**src/rtl/axi_lite_monitor_if.sv**
```systemverilog
// AXI-lite signal bundle. The monitor modport observes every signal and drives none.
interface axi_lite_monitor_if #(
  parameter int ADDR_W = 6,
  parameter int DATA_W = 32
) ();
  logic [ADDR_W-1:0]   awaddr;
  logic [2:0]          awprot;
  logic                awvalid, awready;
  logic [DATA_W-1:0]   wdata;
  logic [DATA_W/8-1:0] wstrb;
  logic                wvalid, wready;
  logic [1:0]          bresp;
  logic                bvalid, bready;
  logic [ADDR_W-1:0]   araddr;
  logic [2:0]          arprot;
  logic                arvalid, arready;
  logic [DATA_W-1:0]   rdata;
  logic [1:0]          rresp;
  logic                rvalid, rready;

  modport master (
    output awaddr, awprot, awvalid, wdata, wstrb, wvalid, bready,
           araddr, arprot, arvalid, rready,
    input  awready, wready, bresp, bvalid, arready, rdata, rresp, rvalid
  );

  modport slave (
    input  awaddr, awprot, awvalid, wdata, wstrb, wvalid, bready,
           araddr, arprot, arvalid, rready,
    output awready, wready, bresp, bvalid, arready, rdata, rresp, rvalid
  );

  modport monitor (
    input awaddr, awprot, awvalid, awready, wdata, wstrb, wvalid, wready,
          bresp, bvalid, bready, araddr, arprot, arvalid, arready,
          rdata, rresp, rvalid, rready
  );
endinterface

```
**src/rtl/axi_lite_monitor.sv**
```systemverilog
// Passive AXI-lite protocol checker: payload stability, orphan/overflow responses,
// VALID-wait timeouts, outstanding counters and completion statistics.
module axi_lite_monitor #(
  parameter int ADDR_W   = 6,
  parameter int DATA_W   = 32,
  parameter int MAX_WAIT = 16,
  parameter int MAX_OUT  = 4,
  localparam int PW      = $clog2(MAX_OUT + 1)
) (
  input  logic                clk,
  input  logic                reset,
  input  logic                clear,
  axi_lite_monitor_if.monitor bus,
  output logic                err_valid,
  output logic [2:0]          err_code,
  output logic [7:0]          err_sticky,
  output logic [15:0]         err_count,
  output logic [15:0]         wr_done,
  output logic [15:0]         rd_done,
  output logic [PW-1:0]       aw_pend,
  output logic [PW-1:0]       w_pend,
  output logic [PW-1:0]       ar_pend
);
  localparam int            TW        = $clog2(MAX_WAIT + 1);
  localparam logic [PW-1:0] PEND_MAX  = PW'(MAX_OUT);
  localparam logic [TW-1:0] WAIT_LAST = TW'(MAX_WAIT - 1);
  localparam logic [TW-1:0] WAIT_MAX  = TW'(MAX_WAIT);

  function automatic logic [PW-1:0] pend_next(input logic [PW-1:0] cur,
                                               input logic inc, input logic dec);
    logic [PW-1:0] nxt;
    nxt = cur;
    if (inc && !dec && cur != PEND_MAX) nxt = cur + PW'(1);
    else if (dec && !inc)               nxt = cur - PW'(1);
    return nxt;
  endfunction

  function automatic logic [2:0] lowest(input logic [7:0] v);
    logic [2:0] idx;
    idx = '0;
    for (int i = 7; i >= 0; i--) if (v[i]) idx = 3'(i);
    return idx;
  endfunction

  // Channel bit order equals check index: 0 AW, 1 W, 2 AR, 3 B, 4 R.
  logic [4:0] vld, rdy, stall, hs, changed;
  assign vld   = {bus.rvalid, bus.bvalid, bus.arvalid, bus.wvalid, bus.awvalid};
  assign rdy   = {bus.rready, bus.bready, bus.arready, bus.wready, bus.awready};
  assign stall = vld & ~rdy;
  assign hs    = vld & rdy;

  logic [ADDR_W+2:0]          aw_pl_d, aw_pl_q, ar_pl_d, ar_pl_q;
  logic [DATA_W+DATA_W/8-1:0] w_pl_d, w_pl_q;
  logic [1:0]                 b_pl_d, b_pl_q;
  logic [DATA_W+1:0]          r_pl_d, r_pl_q;

  logic [4:0]         hold_d, hold_q;
  logic [4:0][TW-1:0] to_cnt_d, to_cnt_q;
  logic [PW-1:0]      aw_pend_d, aw_pend_q, w_pend_d, w_pend_q, ar_pend_d, ar_pend_q;
  logic               err_valid_d, err_valid_q;
  logic [2:0]         err_code_d, err_code_q;
  logic [7:0]         err_sticky_d, err_sticky_q;
  logic [15:0]        err_count_d, err_count_q, wr_done_d, wr_done_q, rd_done_d, rd_done_q;

  logic       aw_dec, w_dec, ar_dec, b_ok, r_ok;
  logic [7:0] viol;

  always_comb begin
    aw_pl_d = {bus.awprot, bus.awaddr};
    w_pl_d  = {bus.wstrb, bus.wdata};
    ar_pl_d = {bus.arprot, bus.araddr};
    b_pl_d  = bus.bresp;
    r_pl_d  = {bus.rresp, bus.rdata};
    changed = {r_pl_d != r_pl_q, b_pl_d != b_pl_q, ar_pl_d != ar_pl_q,
               w_pl_d != w_pl_q, aw_pl_d != aw_pl_q};

    // Responses are judged against the registered counts only.
    aw_dec = hs[3] && (aw_pend_q != '0);
    w_dec  = hs[3] && (w_pend_q != '0);
    ar_dec = hs[4] && (ar_pend_q != '0);
    b_ok   = aw_dec && w_dec;
    r_ok   = ar_dec;

    viol      = '0;
    viol[4:0] = hold_q & (~vld | changed);
    viol[5]   = (hs[3] && !b_ok) || (hs[4] && !r_ok);
    viol[6]   = (hs[0] && aw_pend_q == PEND_MAX && !aw_dec) ||
                (hs[1] && w_pend_q  == PEND_MAX && !w_dec)  ||
                (hs[2] && ar_pend_q == PEND_MAX && !ar_dec);

    // Wait counters saturate at MAX_WAIT so each stall flags exactly once.
    to_cnt_d = to_cnt_q;
    for (int i = 0; i < 5; i++) begin
      if (stall[i] && to_cnt_q[i] == WAIT_LAST) viol[7] = 1'b1;
      if (!stall[i])                     to_cnt_d[i] = '0;
      else if (to_cnt_q[i] != WAIT_MAX)  to_cnt_d[i] = to_cnt_q[i] + TW'(1);
    end

    hold_d    = stall;
    aw_pend_d = pend_next(aw_pend_q, hs[0], aw_dec);
    w_pend_d  = pend_next(w_pend_q,  hs[1], w_dec);
    ar_pend_d = pend_next(ar_pend_q, hs[2], ar_dec);

    err_valid_d = |viol;
    if (clear) begin
      err_sticky_d = viol;
      err_count_d  = {15'd0, |viol};
      err_code_d   = (|viol) ? lowest(viol) : 3'd0;
      wr_done_d    = '0;
      rd_done_d    = '0;
    end else begin
      err_sticky_d = err_sticky_q | viol;
      err_count_d  = ((|viol) && err_count_q != 16'hFFFF) ? err_count_q + 16'd1 : err_count_q;
      err_code_d   = (|viol) ? lowest(viol) : err_code_q;
      wr_done_d    = wr_done_q + 16'(b_ok);
      rd_done_d    = rd_done_q + 16'(r_ok);
    end
  end

  always_ff @(posedge clk or posedge reset) begin
    if (reset) begin
      hold_q       <= '0;
      to_cnt_q     <= '0;
      aw_pend_q    <= '0;
      w_pend_q     <= '0;
      ar_pend_q    <= '0;
      err_valid_q  <= 1'b0;
      err_code_q   <= '0;
      err_sticky_q <= '0;
      err_count_q  <= '0;
      wr_done_q    <= '0;
      rd_done_q    <= '0;
    end else begin
      hold_q       <= hold_d;
      to_cnt_q     <= to_cnt_d;
      aw_pend_q    <= aw_pend_d;
      w_pend_q     <= w_pend_d;
      ar_pend_q    <= ar_pend_d;
      err_valid_q  <= err_valid_d;
      err_code_q   <= err_code_d;
      err_sticky_q <= err_sticky_d;
      err_count_q  <= err_count_d;
      wr_done_q    <= wr_done_d;
      rd_done_q    <= rd_done_d;
    end
  end

  // Payload snapshots are only consulted when hold_q is set, so they need no reset.
  always_ff @(posedge clk) begin
    aw_pl_q <= aw_pl_d;
    w_pl_q  <= w_pl_d;
    ar_pl_q <= ar_pl_d;
    b_pl_q  <= b_pl_d;
    r_pl_q  <= r_pl_d;
  end

  assign err_valid  = err_valid_q;
  assign err_code   = err_code_q;
  assign err_sticky = err_sticky_q;
  assign err_count  = err_count_q;
  assign wr_done    = wr_done_q;
  assign rd_done    = rd_done_q;
  assign aw_pend    = aw_pend_q;
  assign w_pend     = w_pend_q;
  assign ar_pend    = ar_pend_q;
endmodule
```
**src/flat_wrapper.sv**
```systemverilog
// flat-port wrapper written by rule: the top's interface ports become plain ports
module axi_lite_monitor_flat 
#(
  parameter int ADDR_W   = 6,
  parameter int DATA_W   = 32,
  parameter int MAX_WAIT = 16,
  parameter int MAX_OUT  = 4,
  localparam int PW      = $clog2(MAX_OUT + 1)
)
  (clk, reset, clear, err_valid, err_code, err_sticky, err_count, wr_done, rd_done, aw_pend, w_pend, ar_pend, bus_awaddr, bus_awprot, bus_awvalid, bus_awready, bus_wdata, bus_wstrb, bus_wvalid, bus_wready, bus_bresp, bus_bvalid, bus_bready, bus_araddr, bus_arprot, bus_arvalid, bus_arready, bus_rdata, bus_rresp, bus_rvalid, bus_rready);
  axi_lite_monitor_if #(.ADDR_W(ADDR_W), .DATA_W(DATA_W)) bus_i ();
  input  logic clk;
  input  logic reset;
  input  logic clear;
  output logic err_valid;
  output logic [2:0] err_code;
  output logic [7:0] err_sticky;
  output logic [15:0] err_count;
  output logic [15:0] wr_done;
  output logic [15:0] rd_done;
  output logic [PW-1:0] aw_pend;
  output logic [PW-1:0] w_pend;
  output logic [PW-1:0] ar_pend;
  input wire logic [$bits(bus_i.awaddr)-1:0] bus_awaddr;
  input wire logic [$bits(bus_i.awprot)-1:0] bus_awprot;
  input wire logic [$bits(bus_i.awvalid)-1:0] bus_awvalid;
  input wire logic [$bits(bus_i.awready)-1:0] bus_awready;
  input wire logic [$bits(bus_i.wdata)-1:0] bus_wdata;
  input wire logic [$bits(bus_i.wstrb)-1:0] bus_wstrb;
  input wire logic [$bits(bus_i.wvalid)-1:0] bus_wvalid;
  input wire logic [$bits(bus_i.wready)-1:0] bus_wready;
  input wire logic [$bits(bus_i.bresp)-1:0] bus_bresp;
  input wire logic [$bits(bus_i.bvalid)-1:0] bus_bvalid;
  input wire logic [$bits(bus_i.bready)-1:0] bus_bready;
  input wire logic [$bits(bus_i.araddr)-1:0] bus_araddr;
  input wire logic [$bits(bus_i.arprot)-1:0] bus_arprot;
  input wire logic [$bits(bus_i.arvalid)-1:0] bus_arvalid;
  input wire logic [$bits(bus_i.arready)-1:0] bus_arready;
  input wire logic [$bits(bus_i.rdata)-1:0] bus_rdata;
  input wire logic [$bits(bus_i.rresp)-1:0] bus_rresp;
  input wire logic [$bits(bus_i.rvalid)-1:0] bus_rvalid;
  input wire logic [$bits(bus_i.rready)-1:0] bus_rready;
  assign bus_i.awaddr = bus_awaddr;
  assign bus_i.awprot = bus_awprot;
  assign bus_i.awvalid = bus_awvalid;
  assign bus_i.awready = bus_awready;
  assign bus_i.wdata = bus_wdata;
  assign bus_i.wstrb = bus_wstrb;
  assign bus_i.wvalid = bus_wvalid;
  assign bus_i.wready = bus_wready;
  assign bus_i.bresp = bus_bresp;
  assign bus_i.bvalid = bus_bvalid;
  assign bus_i.bready = bus_bready;
  assign bus_i.araddr = bus_araddr;
  assign bus_i.arprot = bus_arprot;
  assign bus_i.arvalid = bus_arvalid;
  assign bus_i.arready = bus_arready;
  assign bus_i.rdata = bus_rdata;
  assign bus_i.rresp = bus_rresp;
  assign bus_i.rvalid = bus_rvalid;
  assign bus_i.rready = bus_rready;
  axi_lite_monitor #(.ADDR_W(ADDR_W), .DATA_W(DATA_W), .MAX_WAIT(MAX_WAIT), .MAX_OUT(MAX_OUT)) u_core (.clk(clk), .reset(reset), .clear(clear), .bus(bus_i), .err_valid(err_valid), .err_code(err_code), .err_sticky(err_sticky), .err_count(err_count), .wr_done(wr_done), .rd_done(rd_done), .aw_pend(aw_pend), .w_pend(w_pend), .ar_pend(ar_pend));
endmodule
```
**config.mk**
```make
export PLATFORM = sky130hd
export DESIGN_NAME = axi_lite_monitor_flat
export DESIGN_NICKNAME = d
export VERILOG_FILES = /design/src/rtl/axi_lite_monitor_if.sv /design/src/rtl/axi_lite_monitor.sv /design/src/flat_wrapper.sv
export SDC_FILE = /design/constraint.sdc
export NUM_CORES = 1
export LEC_CHECK = 0
export CAP_MARGIN = 20
export CORE_ASPECT_RATIO = 0.9
export CORE_MARGIN = 2
export CORE_UTILIZATION = 46
export DETAILED_ROUTE_END_ITERATION = 8
export GPL_TIMING_DRIVEN = 0
export PLACE_DENSITY = 0.75
export SYNTH_ARGS = -nofsm -noshare
export SYNTH_HDL_FRONTEND = slang
export SYNTH_SLANG_ARGS = --single-unit
```
**constraint.sdc**
```tcl
create_clock -name clk -period 2.7 [get_ports clk]
set_input_delay 0.27 -clock clk [delete_from_list [all_inputs] [get_ports clk]]
set_output_delay 0.27 -clock clk [all_outputs]
set_load 0.01 [all_outputs]
```
==> flow_summary.ini <==
[outcome]
status = complete, but fails checks
violations = negative setup slack

[clock_tree]
cts_max_level = 4
numCtsBuffers = 17
clkLatencyLatePin_ns = 0.43
ctsLongestPathBuffers = 2
cts_tree = yes
clockRootBuffer = clkbuf_16
clk_pin_slew_ns = 0.07
cts_sinks = 189
postCtsHoldBufs = 0

[synthesis]
synth.area.top_cells = dfrtp_1 31%, dfxtp_1 23%, xnor2_1 8.2%, xor2_1 6.1%, ha_1 3.2%
yosys-top-cells-count = 99 x dfrtp_1, 90 x dfxtp_1, 74 x xnor2_1, 57 x nor2_1, 55 x xor2_1
yosys.area.top_type_share_pct = 31.4
synth_edf_count = 0
synth_warnings = 0
synth_top_cell_by_area = dfrtp_1
yosysMostFrequentCell = dfrtp_1
seq_area_frac_synth_pct = 54.3
synth_seq_cells = 189
synth.distinct_cells = 62
ys_async_sr_fraction_pct = 52.4
synth_area_sq_um = 7890
avgSynthCellArea_sq_um = 10.8
ys.flop_type = dfrtp_1
synth_cells = 727
syn_nets = 853

[layout]
n_fill_cell = 1348
final_nets = 1061
layout.cells.non_filler = 1159
fin_area_sq_um = 10800
syn2layout_area_growth_pct = 36.7
antenna_cells = 0
drive_above_1_share_pct = 9.92

[timing]
fin_crit_sh_pct = 102
finClkSkew_ns = 0.0134
rsz0062_at_grt = yes
hold_viol = 0
worst_pin_slew_ns = 0.862
setup_violations = 11
fmax_ghz = 0.364
fin_ws_ns = -0.0474
min_period_ns = 2.75
maxSlewHeadroom_pct = 41.8
slew_violations = 0

[floorplan]
dieArea_sq_um = 18200
rows = 45
die_w_microns = 142
start_util_pct = 46.8
ios = 172
design.core.area_sq_um = 16800
die_height_microns = 128

[placement]
gp_congestion = 0.814
place_area_sq_um = 9900
dp_cells = 1110
numPortBuffers = 170
hpwl_microns = 12600

[power]
ir_drop_v = 0.000513
p_leak_nw = 4.34
finalPower_mw = 7.14
power.density_nw_per_um2 = 662

[grt]
antenna_found_initial = 0
grt_pass1_vias = 5886
grt-ovfl-total = 0
grt_usage_pct = 19.6
grt_pass1_wl_microns = 28200
grt_max_degree = 41

[drt]
finalWirelength_microns = 17100
drt_pass1_iterations = 5
routed-wl-met2_microns = 8300
drt-vias-per-instance = 5.14
met3WireLength_microns = 916
top_layer = met4
wl_met1_microns = 7760
drt_iter0_markers = 259
num_vias = 5962
wl_per_cell_microns = 14.8
final_antenna_net_count = 0
drc = 0

[worst_hold_path]
hp-class = primary input to async pin

[worst_setup_path]
crit_path_cell_trace = ha_4 > and3_4 > ha_4 > a222oi_1 > nand2_1 > or3_4 > nor4b_4 > buf_6 > buf_6 > nor2_2 > o211a_1
cp.required_ns = 3.02
cp-end-kind = register
critPathMaxStageDelay_ns = 0.42
path_max_fanout = 7
cp_slowest_cell = dfrtp_1
cp.arrival_ns = 3.07
critical_path_class = register to register
start_kind = register

[run]
cap_violations = 0
==> final timing paths <==
path | startpoint | to | slack, ns | depth (start not counted)
max in group asynchronous | reset | u_core.to_cnt_q[13]$_DFFE_PP0P_ | 1.60 | 4
setup / recovery | u_core.to_cnt_q[10]$_DFFE_PP0P_ | u_core.err_count[14]$_DFFE_PP0P_ | -0.05 | 11
hold reg to reg | u_core.err_sticky[6]$_DFF_PP0_ | u_core.err_sticky[6]$_DFF_PP0_ | 0.48 | 1
setup reg to reg | u_core.to_cnt_q[10]$_DFFE_PP0P_ | u_core.err_count[14]$_DFFE_PP0P_ | -0.05 | 11
hold / removal | reset | u_core.rd_done[2]$_DFF_PP0_ | 0.25 | 2
min in group clk | bus_rdata[23] | u_core.r_pl_q[23]$_DFF_P_ | 0.33 | 1
==> area by class of cell <==
cell class,count,area (sq um),share of cell area (%)
clock inverter,10,95.1,0.882
buffer,14,83.8,0.777
timing repair buffer,189,1880,17.4
multi-input combinational,484,3510,32.6
clock buffer,22,517,4.79
tap,211,264,2.45
sequential,189,4280,39.7
inverter,40,154,1.43
==> layout by cell type, fill, tap and decap left out, types with 4 or more instances in the layout <==
master / Yosys / routed
dfxtp_1: 90 / 90
a21oi_1: 33 / 32
buf_6: 3 / 6
ha_1: 20 / 15
o211ai_1: 5 / 5
nor4_1: 11 / 11
nor2b_1: 6 / 6
and3_4: 2 / 4
nand3_1: 25 / 25
nand2_1: 33 / 33
o31ai_1: 12 / 7
nor2_1: 57 / 56
o21ai_1: 2 / 4
or4_1: 8 / 7
mux2i_1: 5 / 5
xnor2_1: 74 / 74
a21o_1: 5 / 5
clkbuf_16: 0 / 19
inv_1: 39 / 38
xor2_1: 55 / 55
buf_4: 0 / 15
dfrtp_1: 99 / 98
clkbuf_1: 6 / 6
o21ai_0: 21 / 19
or3_1: 12 / 12
nor3_1: 14 / 13
clkdlybuf4s50_1: 0 / 170
nand4_1: 28 / 28
==> metal layers <==
metal	track usage (%)	vias to the layer above
met2	32.6	156
met3	5.45	12
met1	25.1	2858
li1	-	2936
met4	5.35	0
met5	0	-
==> critical path: cells and delay by family, from the launching register on <==
family                   cells  cell delay [ns]
AO/OA/AOI/OAI                2             0.55
AND/OR/NAND/NOR              5             1.04
flip-flops                   1             0.42
adder cells (fa/ha/maj)      2             0.33
buffers and inverters        2             0.31
==> metrics by stage <==
step	worst slack [ns]	setup TNS, ns	hold WS, ns	util (%)
2_1_floorplan	0.0326	0	0.298	-
3_3_place_gp	-0.622	-9.78	0.465	58.5
4_1_cts	-0.123	-1.54	0.247	63.3
6_report	-0.0474	-0.243	0.249	64.1
3_5_place_dp	-0.676	-10.95	0.469	58.8
5_1_grt	-0.162	-2.28	0.284	64.1
==> power by group <==
group	internal (mW)	total, mW	switching, mW
Sequential	3.02	3.24	0.218
Combinational	0.743	1.36	0.618
Clock	1.46	2.55	1.08
==> logic make-up (layout without fill, tap and decap cells) <==
family	count (synthesis)	in the layout	synth area share, %
xor+xnor	129	129	14.3
mux	8	8	1.16
buf+inv	54	275	2.89
simple gates	223	223	15.3
flops	189	189	54.3
fa+ha+maj	23	23	3.93
compound gates	101	101	8.14
==> state kept, by name (all words and copies together) (netlist names) <==
| register | count |
|---|---|
| u_core.rd_done | 16 |
| u_core.aw_pl_q | 9 |
| u_core.ar_pend | 3 |
| u_core.err_code | 3 |
| u_core.b_pl_q | 2 |
| u_core.err_count | 16 |
| u_core.err_valid | 1 |
| u_core.r_pl_q | 34 |
| u_core.err_sticky | 8 |
| u_core.aw_pend | 3 |
| u_core.wr_done | 16 |
| u_core.ar_pl_q | 9 |
| u_core.to_cnt_q | 25 |
| u_core.w_pend | 3 |
| u_core.w_pl_q | 36 |
| u_core.hold_q | 5 |
==> timing repair <==
item | CTS | global route
endpoints found under the setup margin | 18 | 18
gates resized for setup | 18 | 17
cloned | 2 | 0
pin swaps | 8 | 16
buffers inserted | 9 | 6
(Power assumes the default switching activity.)
